==> src/rtl/regfile_writeback_queue.sv <==
// regfile_writeback_queue
// Write-side initiator for the MIPS register file. Writeback requests are
// accepted over a valid/ready handshake and buffered in an in-order FIFO.
// The FIFO drains one entry per cycle onto the register file's single write
// port. A combinational probe lets the read side see writes that are still
// queued.
//
// Optional feature: define REGFILE_WB_FORWARD_EN to build the forwarding mux
// that drives ProbeData with the youngest matching queued value. Without it,
// ProbeData is tied to zero and only ProbePending is produced.

module regfile_writeback_queue #(
    parameter int DEPTH      = 4,
    parameter int DEPTH_LOG2 = 2
) (
    input  logic                  Clk,
    input  logic                  Reset,
    input  logic                  InValid,
    output logic                  InReady,
    input  logic [4:0]            InRegister,
    input  logic [31:0]           InData,
    input  logic                  Stall,
    output logic [4:0]            WriteRegister,
    output logic [31:0]           WriteData,
    output logic                  RegWrite,
    input  logic [4:0]            ProbeRegister,
    output logic                  ProbePending,
    output logic [31:0]           ProbeData,
    output logic [DEPTH_LOG2:0]   Count,
    output logic                  Empty
);

    localparam int CW = DEPTH_LOG2 + 1;
    localparam logic [CW-1:0] FULL_COUNT = CW'(DEPTH);

    logic [4:0]            reg_q  [DEPTH];
    logic [4:0]            reg_d  [DEPTH];
    logic [31:0]           data_q [DEPTH];
    logic [31:0]           data_d [DEPTH];
    logic [DEPTH_LOG2-1:0] rd_ptr_q, rd_ptr_d;
    logic [DEPTH_LOG2-1:0] wr_ptr_q, wr_ptr_d;
    logic [CW-1:0]         count_q, count_d;

    logic push;
    logic pop;

    // Handshake and write-port outputs; the head is shown only when the queue holds something
    always_comb begin
        Empty         = (count_q == '0);
        InReady       = (count_q != FULL_COUNT);
        RegWrite      = !Empty && !Stall;
        WriteRegister = Empty ? 5'd0  : reg_q[rd_ptr_q];
        WriteData     = Empty ? 32'd0 : data_q[rd_ptr_q];
        Count         = count_q;
        // Writes to $zero finish the handshake but are dropped here
        push          = InValid && InReady && (InRegister != 5'd0);
        pop           = RegWrite;
    end

    // Next-state for the FIFO storage, pointers and occupancy
    always_comb begin
        reg_d    = reg_q;
        data_d   = data_q;
        rd_ptr_d = rd_ptr_q;
        wr_ptr_d = wr_ptr_q;
        count_d  = count_q;
        if (push) begin
            reg_d[wr_ptr_q]  = InRegister;
            data_d[wr_ptr_q] = InData;
            wr_ptr_d         = wr_ptr_q + DEPTH_LOG2'(1);
        end
        if (pop) begin
            rd_ptr_d = rd_ptr_q + DEPTH_LOG2'(1);
        end
        case ({push, pop})
            2'b10:   count_d = count_q + CW'(1);
            2'b01:   count_d = count_q - CW'(1);
            default: count_d = count_q;
        endcase
    end

    // Probe scans entries oldest to youngest so the last match is the youngest
    always_comb begin
        logic [DEPTH_LOG2-1:0] idx;
        logic                  pending;
        logic [31:0]           fwd;
        idx     = '0;
        pending = 1'b0;
        fwd     = 32'd0;
        for (int k = 0; k < DEPTH; k++) begin
            idx = rd_ptr_q + DEPTH_LOG2'(k);
            if ((CW'(k) < count_q) && (ProbeRegister != 5'd0) &&
                (reg_q[idx] == ProbeRegister)) begin
                pending = 1'b1;
`ifdef REGFILE_WB_FORWARD_EN
                fwd = data_q[idx];
`endif
            end
        end
        ProbePending = pending;
`ifdef REGFILE_WB_FORWARD_EN
        ProbeData = fwd;
`else
        ProbeData = 32'd0;
`endif
    end

    // State registers; reset empties the queue immediately, discarding pending writes
    always_ff @(posedge Clk or posedge Reset) begin
        if (Reset) begin
            for (int i = 0; i < DEPTH; i++) begin
                reg_q[i]  <= 5'd0;
                data_q[i] <= 32'd0;
            end
            rd_ptr_q <= '0;
            wr_ptr_q <= '0;
            count_q  <= '0;
        end else begin
            reg_q    <= reg_d;
            data_q   <= data_d;
            rd_ptr_q <= rd_ptr_d;
            wr_ptr_q <= wr_ptr_d;
            count_q  <= count_d;
        end
    end

endmodule

==> config.mk <==
export PLATFORM = sky130hd
export DESIGN_NAME = regfile_writeback_queue
export DESIGN_NICKNAME = d
export VERILOG_FILES = /design/src/rtl/regfile_writeback_queue.sv
export SDC_FILE = /design/constraint.sdc
export NUM_CORES = 1
export LEC_CHECK = 0
export CAP_MARGIN = 20
export CORE_UTILIZATION = 34
export DETAILED_ROUTE_END_ITERATION = 8
export SYNTH_ARGS = -nofsm -noshare
export SYNTH_HDL_FRONTEND = slang
export SYNTH_SLANG_ARGS = --single-unit
==> constraint.sdc <==
create_clock -name Clk -period 5.2 [get_ports Clk]
set_clock_uncertainty 0.05 [all_clocks]
set_input_delay 1.04 -clock Clk [delete_from_list [all_inputs] [get_ports Clk]]
set_output_delay 1.04 -clock Clk [all_outputs]
set_load 0.02 [all_outputs]
==> implementation parameters <==
Parameter                              Value

Worst hold path
  Worst Hold Depth    1
  Worst Hold Class    reg -> reg

Drt
  Via-to-Cell Ratio    between 4 and 5
  Wirelength per Cell    18.1 µm
  Drt drc    0
  First-pass DRT Iterations    4
  Final routed wirelength across all metal layers    between 15,000 and 20,000 µm
  Total via count in the routed design    ~4.6k
  Number of DRC markers in iteration 0    between 100 and 150
  Post-DRT Antenna Nets    0

Yosys
  Post-synthesis share of cell area spent on xor and xnor gates    0.0283
  Synth Area in Compound Gates    0.00591
  Post-synthesis share of cell area spent on and, or, nand and nor gates    0.0501
  Count of distinct cell types in the synthesized netlist    30
  Post-synthesis instance area    8050 µm²
  Fraction of the mapped netlist area in adder cells    0.0140
  Seq/Total Area, Yosys    0.482
  Fraction of synthesized area in multiplexers    0.360
  Dominant combinational cell family by area after synthesis    multiplexers
  Flip-flop and latch count after synthesis    155
  Syn Inst Count    534
  Count of warnings emitted by yosys    0
  Mean area per synthesized cell    between 15 and 20 µm²

Global routing
  Vias in the first global route    5,099
  Initial antenna violation count    0
  Grt total ovfl    0
  Wire length of the first global-routing pass    about 28,000 µm
  Combined global-route utilization of all metal layers    0.152
  Largest net degree at the start of global routing    156

Pwr
  Leak    between 4 and 5 nW
  Power Dens Cells    740 nW/µm²
  Peak ir drop on the vdd network    0.000372 V

Clock tree
  CTS root buffer    clkbuf_16
  Maximum level of the CTS H-tree    4
  CTS tree    yes
  Clock Pin Slew Worst Setup and Hold Paths    60 ps
  Maximum root-to-sink buffer count    2
  Clock insertion delay at the later pin of the skew report    between 400 and 500 ps
  CTS sink count    155
  Post-CTS Resized    0
  Buffer count from post-CTS setup fixing    0
  Number of hold buffers added after CTS    0
  Total clock buffers created by CTS    17

Worst setup path
  Category of the critical setup timing path    reg -> out
  WP data arrival    3220 ps
  Cell repeated most along the worst path    nand4_1
  Number of cells traversed by the worst register-to-register path    8
  Setup crit start kind    flip-flop
  Type of destination of the critical path    output pin
  Maximum cell stage delay along the critical path    roughly 860 ps
  Critical-path cell with the highest stage delay    dfrtp_2
  Cell-by-cell trace of the critical path    mux4_1 > xor2_1 > nor4_1 > nand4_1 > nand4_1 > clkdlybuf4s50_1
  Max Fanout on Critical Path    31
  Data required time of the worst path    4110 ps

STA
  Slew at the pin closest to its max-slew limit    857 ps
  Worst hold slack across all endpoints    between 400 and 500 ps
  Period utilization    0.828
  Total of endpoints with negative setup slack in the final report    0
  Peak clock frequency supported by timing    0.232 GHz
  Setup total negative slack    0 ps
  Min Tclk post-route    4310 ps
  RSZ-0062 raised after global routing    false
  Max-slew violation total from the final report    0
  Headroom to the max-slew limit    0.429
  Final number of hold-violating endpoints    0
  Setup slack of the critical path after layout    just under 900 ps

Placement
  Pre-CTS setup slack    1120 ps
  Count of placed standard cells including taps    906
  DP Wirelength    roughly 11,000 µm
  Routability congestion estimate    approximately 0.81
  Number of input and output port buffers inserted    slightly below 90

Finish
  Area growth from synthesis to layout    19.8%
  Highest-count cells in the layout ignoring fill and taps    dfrtp_1, mux2_2, clkdlybuf4s50_1
  Fraction of layout instances using a drive strength above 1    0.363
  Count of nets after finishing    667
  Final cell count without fillers    938
  Final Util    0.421
  Number of diodes    0
  Most common cell after layout, fill and taps aside    dfrtp_1

Die
  Area enclosed by the die boundary    24,300 µm²
  Chip height    about 160 µm
  Die width    156 µm
  Boundary pin count    122
  Core area    22,900 µm²
  Std cell rows    55
  Initial cell density of the core    0.351

Flow run
  Max_cap viols    0

Status
  Outcome    finished, final reports clean
==> critical path, delay by kind of cell, from the launching register on <==
family	cells	cell delay, ps
buffers and inverters	1	610
and+or+nand+nor	3	490
muxes	1	660
DFF	1	860
xor gates and xnor gates	1	160
==> power breakdown <==
part / switching, mW / internal (mW) / total [mW]
clock network: 0.496 / 0.736 / 1.23
logic: 1.53 / 2.06 / 3.60
registers: 0.476 / 1.83 / 2.31
==> cell type report <==
type                       count  area [µm²]
inverter                       6        26.3
clock inverter                12         139
clock buffer                  20         457
sequential                   155        3880
multi-input combinational    339        3810
tap                          313         392
fill                        2099       13300
timing repair buffer          93         933
==> per-layer routing <==
layer / up-vias / track usage / part of all wire
li1: 2040 / - / -
met4: 0 / 0.0500 / 0.016
met1: 2406 / 0.184 / 0.42
met3: 20 / 0.0378 / 0.048
met2: 114 / 0.262 / 0.51
met5: - / 0 / 0
==> cells by family (layout without fill, tap and decap cells) <==
logic type | after synthesis | in the layout
compound gates | 6 | 6
flops | 155 | 155
other cells | 1 | 32
simple gates | 63 | 63
mux | 203 | 203
buf+inv | 71 | 131
xor+xnor | 26 | 26
fa+ha+maj | 9 | 9
==> metrics by stage <==
stage | cell area, µm² | power (mW)
5_1_grt | 9640 | 7.61
4_1_cts | 9640 | 7.25
3_5_place_dp | 9050 | 5.98
2_1_floorplan | 8170 | 4.80
3_3_place_gp | 9050 | 5.85
6_report | 9640 | 7.14
==> sequential cells by signal, indices dropped and copies added (netlist names) <==
| register | flops |
|---|---|
| rd_ptr_q | 2 |
| reg_q | 20 |
| wr_ptr_q | 2 |
| Count | 3 |
| data_q | 128 |
==> worst paths after layout <==
| check | end | from | slack [ps] |
|---|---|---|---|
| setup / recovery | ProbePending | rd_ptr_q[1]$_DFFE_PP0P_ | 890 |
| hold / removal | data_q[11]$_DFFE_PP0P_ | data_q[11]$_DFFE_PP0P_ | 440 |
| setup reg to reg | Count[2]$_DFFE_PP0P_ | Count[0]$_DFFE_PP0P_ | 2610 |
| hold reg to reg | data_q[11]$_DFFE_PP0P_ | data_q[11]$_DFFE_PP0P_ | 440 |
| max in group asynchronous | data_q[7]$_DFFE_PP0P_ | Reset | 3300 |
| min in group asynchronous | Count[0]$_DFFE_PP0P_ | Reset | 1170 |
==> cells in the mapped netlist, drive strengths merged <==
cell | instances | area, µm²
dfrtp | 155 | 3880
mux2 | 149 | 1680
buf | 60 | 439
mux4 | 51 | 1190
nor2b | 37 | 231
xor2 | 19 | 166
nand2 | 10 | 67.6
ha | 9 | 113
xnor2 | 7 | 61.3
inv | 6 | 22.5
clkbuf | 5 | 18.8
nor2 | 5 | 18.8
nand4 | 4 | 25.0
nor4 | 4 | 43.8
mux2i | 3 | 30.0
a21oi | 2 | 21.3
nor3 | 2 | 10.0
o21ai | 2 | 10.0
a21o | 1 | 7.51
conb | 1 | 3.75
o2111ai | 1 | 8.76
or3 | 1 | 6.26
No activity file was read; power rests on OpenSTA's default activity.
